## src/rtl/shift_add_multiplier.sv

```systemverilog
// Sequential unsigned shift-and-add multiplier: one partial product per clock
// through a single row of full-adder cells, WIDTH cycles from start to done.

module fulladder (
   input  logic a,
   input  logic b,
   input  logic cin,
   output logic sum,
   output logic cout
);
   assign sum  = a ^ b ^ cin;
   assign cout = (a & b) | (a & cin) | (b & cin);
endmodule

module shift_add_multiplier #(
   parameter int WIDTH = 8
) (
   input  logic               clk,
   input  logic               rst,
   input  logic               start,
   input  logic [WIDTH-1:0]   a,
   input  logic [WIDTH-1:0]   b,
   output logic               busy,
   output logic               done,
   output logic [2*WIDTH-1:0] product
);
   localparam int CW = $clog2(WIDTH + 1);

   typedef enum logic [1:0] {
      IDLE = 2'd0,
      RUN  = 2'd1,
      DONE = 2'd2
   } state_t;

   state_t             state_reg, state_next;
   logic [WIDTH-1:0]   mcand_reg, mcand_next;
   logic [2*WIDTH-1:0] acc_reg, acc_next;
   logic [CW-1:0]      cnt_reg, cnt_next;
   logic [2*WIDTH-1:0] product_reg, product_next;

   logic [WIDTH-1:0]   hi, lo;
   logic [WIDTH-1:0]   sum;
   logic [WIDTH:0]     carry;
   logic [2*WIDTH-1:0] shifted;
   logic               last_iter;

   assign hi = acc_reg[2*WIDTH-1:WIDTH];
   assign lo = acc_reg[WIDTH-1:0];

   // hi + mcand as a ripple chain; carry[WIDTH] becomes the new top bit
   assign carry[0] = 1'b0;
   generate
      for (genvar gi = 0; gi < WIDTH; gi++) begin : g_adder
         fulladder u_fa (
            .a    (hi[gi]),
            .b    (mcand_reg[gi]),
            .cin  (carry[gi]),
            .sum  (sum[gi]),
            .cout (carry[gi+1])
         );
      end
   endgenerate

   assign shifted   = lo[0] ? {carry[WIDTH], sum, lo[WIDTH-1:1]}
                            : {1'b0, hi, lo[WIDTH-1:1]};
   assign last_iter = (cnt_reg == CW'(WIDTH - 1));

   always_ff @(posedge clk) begin
      if (rst) begin
         state_reg   <= IDLE;
         mcand_reg   <= '0;
         acc_reg     <= '0;
         cnt_reg     <= '0;
         product_reg <= '0;
      end else begin
         state_reg   <= state_next;
         mcand_reg   <= mcand_next;
         acc_reg     <= acc_next;
         cnt_reg     <= cnt_next;
         product_reg <= product_next;
      end
   end

   always_comb begin
      state_next   = state_reg;
      mcand_next   = mcand_reg;
      acc_next     = acc_reg;
      cnt_next     = cnt_reg;
      product_next = product_reg;
      case (state_reg)
         IDLE: begin
            if (start) begin
               mcand_next = a;
               acc_next   = {{WIDTH{1'b0}}, b};
               cnt_next   = '0;
               state_next = RUN;
            end
         end
         RUN: begin
            acc_next = shifted;
            cnt_next = cnt_reg + CW'(1);
            // Product is captured on the final iteration so it is valid alongside done
            if (last_iter) begin
               product_next = shifted;
               state_next   = DONE;
            end
         end
         DONE: begin
            state_next = IDLE;
         end
         default: begin
            state_next = IDLE;
         end
      endcase
   end

   assign busy    = (state_reg != IDLE);
   assign done    = (state_reg == DONE);
   assign product = product_reg;

endmodule

```

## config.mk

```make
export PLATFORM = sky130hd
export DESIGN_NAME = shift_add_multiplier
export DESIGN_NICKNAME = d
export VERILOG_FILES = /design/src/rtl/shift_add_multiplier.sv
export SDC_FILE = /design/constraint.sdc
export NUM_CORES = 1
export LEC_CHECK = 0
export BUFFER_PORTS_ARGS = -buffer_cell sky130_fd_sc_hd__buf_2
export CORE_UTILIZATION = 59
export CTS_CLUSTER_SIZE = 40
export DETAILED_ROUTE_END_ITERATION = 7
export HOLD_SLACK_MARGIN = 0.03
export PLACE_DENSITY = 0.86
export RECOVER_POWER = 100
export SETUP_SLACK_MARGIN = 0.5
export SKIP_LAST_GASP = 1
export SYNTH_ARGS = -nofsm -noshare
export SYNTH_HDL_FRONTEND = slang
export SYNTH_HIERARCHICAL = 1
export SYNTH_SLANG_ARGS = --single-unit
```

## constraint.sdc

```tcl
create_clock -name clk -period 7.3 [get_ports clk]
set_input_delay 1.095 -clock clk [delete_from_list [all_inputs] [get_ports clk]]
set_output_delay 1.095 -clock clk [all_outputs]
set_load 0.05 [all_outputs]
```

==> results.yml, run 1 <==
cells_and_area:
  final_util_pct: 67.2
  n_antenna_cell: 0
  area_delta_synth_final_pct: 7.88
  finalNetCount: 267
  drive_above_1_share_pct: 16.3
clock_network:
  cts_resized: 0
  clk_latency_ns: 0.36
  cts_tree: "yes"
  cts_inserted_buffers: 5
  hold_buffers: 0
  cts_root_buffer: "clkbuf_4"
  clock_sinks: 46
  clk_pin_slew_ns: 0.12
  cts_setup_buffers: 0
  cts_max_level: 2
  max-clock-path-buffers: 2
global_routing:
  grt_overflow: 0
  grt_pass1_wl_microns: 6510
  grt_max_degree: 33
  grt_pass1_vias: 1429
  track_usage_pct: 23.9
  antenna_found_initial: 0
yosys:
  yosysTopAreaCellShare_pct: 43.9
  ys_warn_count: 6
  ys_types: 36
  syn_area_sq_mm: 0.00210
  synth_ff_type: "dfxtp_1"
  synth_largest_area_cell: "dfxtp_1"
  syn-instance-count: 210
  ys_ff_latch: 46
  synth_edf_count: 0
  async_flop_share_pct: 0
  synth_nets: 238
  synth.avg_cell_area_sq_um: 9.98
  synthTopCellsByArea: "dfxtp_1, fa_1, a21oi_1"
  yosysSeqAreaShare_pct: 43.9
timing:
  period_needed_ns: 4.13
  fin_setup_tns_ns: 0
  worst_slew_pin_slew_ns: 1.38
  grt_setup_unrepaired: "false"
  maxSlewViolCount: 0
  hold_viol: 0
  finClkSkew_ns: 0.00414
  slew_headroom_pct: 7.87
  finalSetupViolCount: 0
  finalCritPeriodShare_pct: 56.6
  fmax_mhz: 242
power_and_ir_drop:
  power.share.combinational_pct: 10.8
  p_sw_share_pct: 26.1
  leakagePower_nw: 0.894
  seqPwrFrac_pct: 63.1
  p_clk_share_pct: 26.2
  peakVddDrop_mv: 0.120
  p_per_area_mw_per_mm2: 190
  internal_power_mw: 0.317
  switching_power_mw: 0.112
critical_path:
  reg2regPathDepth: 11
  cp_num_buf_inv: 0
  critPathKind: "reg -> reg"
  slowest_stage: "fa_1"
  endpoint_kind: "flip-flop"
  r2r-end: "acc_reg[14]"
  crit_chain: "fa_1 -> fa_1 -> fa_1 -> fa_1 -> fa_1 -> fa_1 -> fa_1 -> fa_1 -> mux2i_1 -> nor2_1 -> o21ba_1"
  arrival_ns: 4.40
  path_common_cell: "fa_1"
  max_stage_delay_ns: 0.45
  critPathMaxFanout: 3
  crit_family: "adder cells"
  required_ns: 7.57
  r2r-start: "acc_reg[8]"
  cp-start-kind: "flip-flop"
  rrSetupSlack_ns: 3.17
floorplan:
  ios: 37
  rows: 21
  initial_utilization_pct: 62.3
  fp.dieH_microns: 61.6
  floorplan.core_area_sq_mm: 0.00336
  dieArea_sq_mm: 0.00379
  die_w_microns: 61.6
drt:
  wl_microns: 4100
  detail_route.wl_per_cell_microns: 14.4
  via_per_inst: 5.50
  first_pass_iters: 4
  vias: 1567
  ant_nets: 0
  first_iter_violations: 67
  drc: 0
flow_run:
  drv_cap: 0
placed_design:
  gp_congestion: 0.776
  place_hpwl_microns: 2790
  port_buffers: 36
status:
  status: "finished clean"
min_path:
  holdPathStages: 1
  hold_start: "product[10]"
  hold_path.class: "reg -> reg"
  holdPathEnd: "product[10]"
## cells in the final DEF, fill, tap and decap left out, types with 2 or more instances in the layout
cell type and count:
nand2_1 18, nand3_1 4, clkbuf_4 5, fa_1 8, dfxtp_1 46, mux2i_1 9, and3_1 8, nor2b_1 3
a22o_1 7, o21ba_2 7, clkbuf_1 23, buf_2 16, nand2b_1 7, o2bb2ai_1 8, nor2_1 16, a21oi_1 20
or3b_2 7, or3_1 2, o21ai_0 2, nor3_1 7, nor3b_1 2
## how the worst max path moves through the flow
stage / cells past startpoint / startpoint / slack (ns) / to
finish: 11 / acc_reg[8] / 3.17 / acc_reg[14]
global route: 11 / acc_reg[8] / 3.02 / acc_reg[14]
CTS: 11 / acc_reg[8] / 3.18 / acc_reg[14]
detailed placement: 11 / acc_reg[8] / 3.19 / acc_reg[14]
global placement: 11 / acc_reg[8] / 3.30 / acc_reg[14]
floorplan: 11 / acc_reg[8] / 3.36 / acc_reg[14]
## kinds of logic after synthesis
group           synth area share, %
compound gates                 18.3
flops                          43.9
other cells                   0.179
fa+ha+maj                      8.24
buf+inv                        5.01
simple gates                   20.1
mux                            4.30
## final cells by class
| cell class | instances | area [sq um] |
|---|---|---|
| fillers | 307 | 1100 |
| multi-input cells | 147 | 1070 |
| flip-flops and latches | 46 | 921 |
| repair buffers | 37 | 159 |
| well taps | 46 | 57.6 |
| clock buffers | 7 | 45.0 |
| inverters | 2 | 8.76 |
## cell usage after synthesis (2+ instances only)
cell type	count
and3_1	8
a22o_1	7
nand2_1	18
a21oi_1	20
buf_2	5
fa_1	8
buf_6	3
nor2b_1	3
dfxtp_1	46
nand2b_1	7
nor3_1	7
or3_1	2
clkbuf_1	7
nor3b_1	2
nand3_1	4
nor2_1	16
mux2i_1	9
o21ba_2	7
or3b_2	7
o2bb2ai_1	8
## stage by stage
step	power [mW]	instances	worst slack, ns	hold WS [ns]	cell area [sq um]
2_1_floorplan	0.311	210	3.36	0.458	2100
6_report	0.429	285	3.17	0.479	2260
4_1_cts	0.430	285	3.18	0.481	2300
3_3_place_gp	0.321	278	3.30	0.440	2260
3_5_place_dp	0.323	278	3.19	0.449	2260
5_1_grt	0.450	285	3.02	0.505	2260
## power groups by stage
stage / combinational (mW) / sequential (mW) / clock (mW)
after floorplan: 0.0407 / 0.270 / 0
after global placement: 0.0457 / 0.276 / 0
after detailed placement: 0.0465 / 0.276 / 0
after CTS: 0.0468 / 0.270 / 0.113
after global routing: 0.0523 / 0.272 / 0.125
final: 0.0461 / 0.270 / 0.112
## metal layers
metal,part of all wire [%],global-route usage (%)
met1,48,34.1
met5,0,0
met2,46,34.3
met3,3.9,4.83
met4,1.7,12.1
## worst reg2reg max path: stages, from the launching register on
cell and delay, ns:
dfxtp_1 0.36, fa_1 0.45, fa_1 0.39, fa_1 0.40, fa_1 0.40, fa_1 0.39, fa_1 0.39, fa_1 0.39
fa_1 0.43, mux2i_1 0.21, nor2_1 0.06, o21ba_1 0.18
Note: power is estimated with default switching activity, not from simulation.
==> run 2: changes to the inputs <==
--- a/config.mk
+++ b/config.mk
@@ -5,12 +5,13 @@
 export SDC_FILE = /design/constraint.sdc
 export NUM_CORES = 1
 export LEC_CHECK = 0
+export ABC_AREA = 1
 export BUFFER_PORTS_ARGS = -buffer_cell sky130_fd_sc_hd__buf_2
-export CORE_UTILIZATION = 59
+export CORE_UTILIZATION = 55
 export CTS_CLUSTER_SIZE = 40
 export DETAILED_ROUTE_END_ITERATION = 7
 export HOLD_SLACK_MARGIN = 0.03
-export PLACE_DENSITY = 0.86
+export PLACE_DENSITY = 0.81
 export RECOVER_POWER = 100
 export SETUP_SLACK_MARGIN = 0.5
 export SKIP_LAST_GASP = 1
==> constraint.sdc (replaced) <==
create_clock -name clk -period 4.2 [get_ports clk]
set_input_delay 0.63 -clock clk [delete_from_list [all_inputs] [get_ports clk]]
set_output_delay 0.63 -clock clk [all_outputs]
set_load 0.05 [all_outputs]
==> results.yml, run 2 <==
status:
  status: "complete, but fails checks"
  violations: "max-capacitance violations, max-slew violations"
drt:
  ant_nets: 0
  wl_microns: 4480
  drc: 0
  wl_met1_microns: 1980
  via_per_inst: 5.09
  wl_met2_microns: 2180
  detail_route.wl_per_cell_microns: 12.3
  route.met3.wl_microns: 230
  first_pass_iters: 5
  first_iter_violations: 112
  vias: 1851
  top_layer: "met4"
critical_path:
  cp-start-kind: "flip-flop"
  arrival_ns: 4.09
  reg2regPathDepth: 12
  r2r-end: "acc_reg[14]"
  critPathKind: "reg -> reg"
  rrSetupSlack_ns: 0.34
  endpoint_kind: "flip-flop"
  critPathMaxFanout: 3
  required_ns: 4.42
  r2r-start: "acc_reg[8]"
placed_design:
  port_buffers: 36
  dp_cells: 357
  pre_cts_ws_ns: 0.360
  place_hpwl_microns: 3010
  gp_congestion: 0.805
cells_and_area:
  layout_commonest_cell: "nand2_1"
  n_antenna_cell: 0
  instances_no_fill: 364
  most-common-layout-cells: "nand2_1, dfxtp_1, nor2_1, a21oi_1, clkbuf_1"
  area_delta_synth_final_pct: 9.39
  drive_above_1_share_pct: 9.81
  finalNetCount: 344
global_routing:
  grt_pass1_vias: 1779
  track_usage_pct: 25.3
  grt_max_degree: 36
  antenna_found_initial: 0
  grt_pass1_wl_microns: 7810
  grt_overflow: 0
clock_network:
  cts_root_buffer: "clkbuf_8"
  clk_latency_ns: 0.30
  clock_sinks: 46
  cts_max_level: 2
  hold_buffers: 0
  max-clock-path-buffers: 2
  cts_setup_buffers: 0
  cts_tree: "yes"
  cts_inserted_buffers: 5
  clk_pin_slew_ns: 0.08
floorplan:
  die_w_microns: 63.9
  ios: 37
  initial_utilization_pct: 57.5
  dieArea_sq_mm: 0.00408
  fp.dieH_microns: 63.9
  rows: 22
  floorplan.core_area_sq_mm: 0.00366
timing:
  finalCritPeriodShare_pct: 92.0
  period_needed_ns: 3.86
  grt_setup_unrepaired: "true"
  finalSetupViolCount: 0
  slew_headroom_pct: -50.7
  fin_setup_tns_ns: 0
  maxSlewViolCount: 56
  fmax_mhz: 259
  layout_setup_ws_ns: 0.337
  finClkSkew_ns: 0.00563
  hold_viol: 0
  worst_slew_pin_slew_ns: 2.24
power_and_ir_drop:
  seqPwrFrac_pct: 58.2
  p_total_mw: 0.796
  leakagePower_nw: 1.02
  switching_power_mw: 0.210
  internal_power_mw: 0.586
  p_clk_share_pct: 32.2
  p_per_area_mw_per_mm2: 346
  peakVddDrop_mv: 0.201
  p_sw_share_pct: 26.4
  power.share.combinational_pct: 9.6
yosys:
  async_flop_share_pct: 0
  synth.most_common_cell: "nand2_1"
  yosysSeqAreaShare_pct: 43.8
  yosys-top-cells-count: "nand2_1, dfxtp_1, nor2_1"
  synth_edf_count: 0
  syn-instance-count: 286
  yosysTopAreaCellShare_pct: 43.8
  ys_types: 23
  synth_ff_type: "dfxtp_1"
  synthTopCellsByArea: "dfxtp_1, nand2_1, fa_1"
  synth.avg_cell_area_sq_um: 7.36
  syn_area_sq_mm: 0.00210
  synth_largest_area_cell: "dfxtp_1"
  ys_warn_count: 6
  synth_nets: 314
  ys_ff_latch: 46
min_path:
  holdPathEnd: "product[12]"
  hold_start: "product[12]"
  hold_path.class: "reg -> reg"
  holdPathStages: 2
flow_run:
  drv_cap: 2
run 2: cell count changes in the layout (fill, tap and decap cells not counted), moves of 8 or more:
cell       delta
and3_1        -8
inv_1        +16
mux2i_1       -9
nand2_1      +92
nand3_1       +8
nor2_1       +22
o21ai_0       +9
o2bb2ai_1     -8
run 2: layer usage:
metal | track usage (%) | vias up
li1 | - | 945
met1 | 29.3 | 845
met2 | 41.9 | 51
met3 | 6.61 | 10
met4 | 14.8 | 0
met5 | 0 | -
run 2: area by class of cell:
type                       count  area, sq um
sequential                    46          921
fill                         364         1360
multi-input combinational    209         1020
inverter                      18         68.8
clock buffer                   5         68.8
clock inverter                 2         10.0
tap                           48         60.1
timing repair buffer          36          155
run 2: how the worst max path moves through the flow:
stage,to,slack [ns],startpoint
2_1_floorplan,acc_reg[14],0.51,acc_reg[8]
3_3_place_gp,acc_reg[14],0.43,acc_reg[8]
3_5_place_dp,acc_reg[14],0.36,acc_reg[8]
4_1_cts,acc_reg[14],0.50,acc_reg[8]
5_1_grt,acc_reg[14],0.21,acc_reg[8]
6_report,acc_reg[14],0.34,acc_reg[8]
run 2: cells by family (layout without fill, tap and decap cells):
| family | after synthesis | count (layout) | share of synthesized area, % |
|---|---|---|---|
| compound gates | 38 | 38 | 9.39 |
| other cells | 1 | 1 | 0.178 |
| flops | 46 | 46 | 43.8 |
| buf+inv | 31 | 61 | 7.43 |
| simple gates | 161 | 161 | 31.0 |
| fa+ha+maj | 9 | 9 | 8.20 |
run 2: timing repair:
action,CTS,global route
resized for setup,4,0
endpoints found under the hold margin,0,0
endpoints found under the setup margin,3,2
pin swaps,0,1
run 2: critical path, stage by stage, from the launching register on:
cell	delay, ns
dfxtp_1	0.35
fa_1	0.45
fa_2	0.35
fa_2	0.34
fa_2	0.34
fa_1	0.41
fa_2	0.36
fa_2	0.34
fa_1	0.48
nand2_1	0.05
nand2_1	0.10
nand2_1	0.06
a21oi_2	0.15
run 2: metrics by stage:
| stage | utilization, % | instance area, sq um | hold WS, ns |
|---|---|---|---|
| final | 62.9 | 2300 | 0.467 |
| after global routing | 62.9 | 2300 | 0.483 |
| after CTS | 64.4 | 2360 | 0.465 |
| after detailed placement | 62.0 | 2270 | 0.453 |
| after global placement | 62.0 | 2270 | 0.449 |
| after floorplan | - | 2110 | 0.452 |
run 2: power by group through the flow:
stage                     Clock (mW)  Combinational (mW)  Sequential, mW
after floorplan                    0              0.0632           0.470
after global placement             0              0.0757           0.474
after detailed placement           0              0.0774           0.475
after CTS                      0.261              0.0776           0.464
after global routing           0.277              0.0878           0.465
final                          0.257              0.0762           0.463
==> run 3: changes to the inputs <==
--- a/config.mk
+++ b/config.mk
@@ -5,7 +5,7 @@
 export SDC_FILE = /design/constraint.sdc
 export NUM_CORES = 1
 export LEC_CHECK = 0
-export ABC_AREA = 1
+export ABC_AREA = 0
 export BUFFER_PORTS_ARGS = -buffer_cell sky130_fd_sc_hd__buf_2
 export CORE_UTILIZATION = 55
 export CTS_CLUSTER_SIZE = 40
==> results.yml, run 3 (synthesized netlist as in run 1, its figures left out) <==
status:
  status: "finished clean"
drt:
  drc: 0
  ant_nets: 0
  vias: 1552
  detail_route.wl_per_cell_microns: 13.9
  first_iter_violations: 97
  first_pass_iters: 4
  via_per_inst: 5.35
  wl_microns: 4040
critical_path:
  r2r-start: "acc_reg[8]"
  cp_num_buf_inv: 0
  slowest_stage: "fa_1"
  crit_chain: "fa_1 -> fa_1 -> fa_2 -> fa_2 -> fa_2 -> fa_2 -> fa_2 -> fa_1 -> mux2i_1 -> nor2_1 -> o21ba_1"
  critPathKind: "reg -> reg"
  cp-start-kind: "flip-flop"
  startpoint: "acc_reg[8]"
  critPathMaxFanout: 2
  endpoint_kind: "flip-flop"
  path_common_cell: "fa_2"
  required_ns: 4.40
  max_stage_delay_ns: 0.44
  crit_family: "adder cells"
  arrival_ns: 4.08
power_and_ir_drop:
  peakVddDrop_mv: 0.195
  internal_power_mw: 0.620
  seqPwrFrac_pct: 56.8
  power.share.combinational_pct: 9.9
  p_clk_share_pct: 33.4
  switching_power_mw: 0.207
  p_sw_share_pct: 25.0
  p_per_area_mw_per_mm2: 353
  leakagePower_nw: 0.926
timing:
  finClkSkew_ns: 0.00349
  period_needed_ns: 3.88
  worst_slew_pin_slew_ns: 0.671
  fmax_mhz: 258
  grt_setup_unrepaired: "true"
  hold_viol: 0
  finalCritPeriodShare_pct: 92.4
  slew_headroom_pct: 55.2
  finalSetupViolCount: 0
  maxSlewViolCount: 0
  fin_setup_tns_ns: 0
clock_network:
  cts_root_buffer: "clkbuf_8"
  clk_latency_ns: 0.30
  clk_pin_slew_ns: 0.08
  cts_inserted_buffers: 5
  max-clock-path-buffers: 2
  cts_tree: "yes"
  cts_max_level: 2
  hold_buffers: 0
  clock_sinks: 46
placed_design:
  place_hpwl_microns: 2580
  port_buffers: 36
  gp_congestion: 0.802
  dp_cells: 280
  placed_area_sq_mm: 0.00228
global_routing:
  grt_pass1_wl_microns: 6800
  grt_overflow: 0
  grt_pass1_vias: 1420
  grt_max_degree: 33
  track_usage_pct: 21.8
  antenna_found_initial: 0
floorplan:
  ios: 37
  rows: 22
  dieArea_sq_mm: 0.00406
  floorplan.core_area_sq_mm: 0.00366
  fp.dieH_microns: 63.7
  die_w_microns: 63.7
  initial_utilization_pct: 57.2
cells_and_area:
  drive_above_1_share_pct: 20.7
  area_delta_synth_final_pct: 11.8
  fillCellCount: 317
  n_antenna_cell: 0
  most-common-layout-cells: "dfxtp_1, a21oi_1, clkbuf_1, nand2_1, buf_2"
  fin_area_sq_mm: 0.00234
  layout_commonest_cell: "dfxtp_1"
  instances_no_fill: 290
  finalNetCount: 269
flow_run:
  drv_cap: 0
min_path:
  hold_path.class: "reg -> reg"
  hold_start: "product[8]"
-- run 3: metal layers --
| metal | global-route usage (%) | wire length [microns] |
|---|---|---|
| met4 | 7.95 | 21 |
| met3 | 5.54 | 177 |
| met1 | 30.3 | 1990 |
| met5 | 0 | 0 |
| met2 | 32.7 | 1850 |
-- run 3: layout make-up --
cell class / instances / area [sq um] / area share [%]
clock buffers: 7 / 86.3 / 3.69
clock inverters: 1 / 5.00 / 0.214
inverters: 2 / 8.76 / 0.374
multi-input cells: 147 / 1080 / 46.2
flip-flops and latches: 46 / 921 / 39.3
well taps: 48 / 60.1 / 2.56
repair buffers: 39 / 180 / 7.69
-- run 3: what timing repair did --
item,4_1_cts,5_1_grt
gates resized for setup,1,1
buffers inserted,2,0
endpoints found under the setup margin,1,2
-- run 3: final timing paths --
kind | slack, ns | endpoint | depth (start not counted)
setup / recovery | 0.32 | acc_reg[14] | 11
setup reg to reg | 0.32 | acc_reg[14] | 11
hold / removal | 0.47 | product[8] | 1
hold reg to reg | 0.47 | product[8] | 1
-- run 3: power groups by stage --
stage,Sequential [mW],Clock (mW),Combinational (mW)
2_1_floorplan,0.470,0,0.0711
3_5_place_dp,0.480,0,0.0816
5_1_grt,0.472,0.302,0.0918
6_report,0.469,0.276,0.0817
3_3_place_gp,0.480,0,0.0801
4_1_cts,0.470,0.279,0.0831
-- run 3: worst register-to-register path, cell delays in order (launching register included) --
cell and delay, ns:
dfxtp_1 0.34, fa_1 0.44, fa_1 0.40, fa_2 0.35, fa_2 0.34, fa_2 0.34
fa_2 0.35, fa_2 0.34, fa_1 0.43, mux2i_1 0.19, nor2_1 0.06, o21ba_1 0.20
-- run 3: per-stage QoR --
stage	setup WS (ns)	hold slack, ns	utilization, %	power [mW]
floorplan	0.549	0.458	-	0.541
detailed placement	0.430	0.444	62.2	0.562
finish	0.319	0.466	64.0	0.827
global placement	0.499	0.440	62.2	0.560
global route	0.171	0.480	64.0	0.866
CTS	0.451	0.467	65.1	0.832
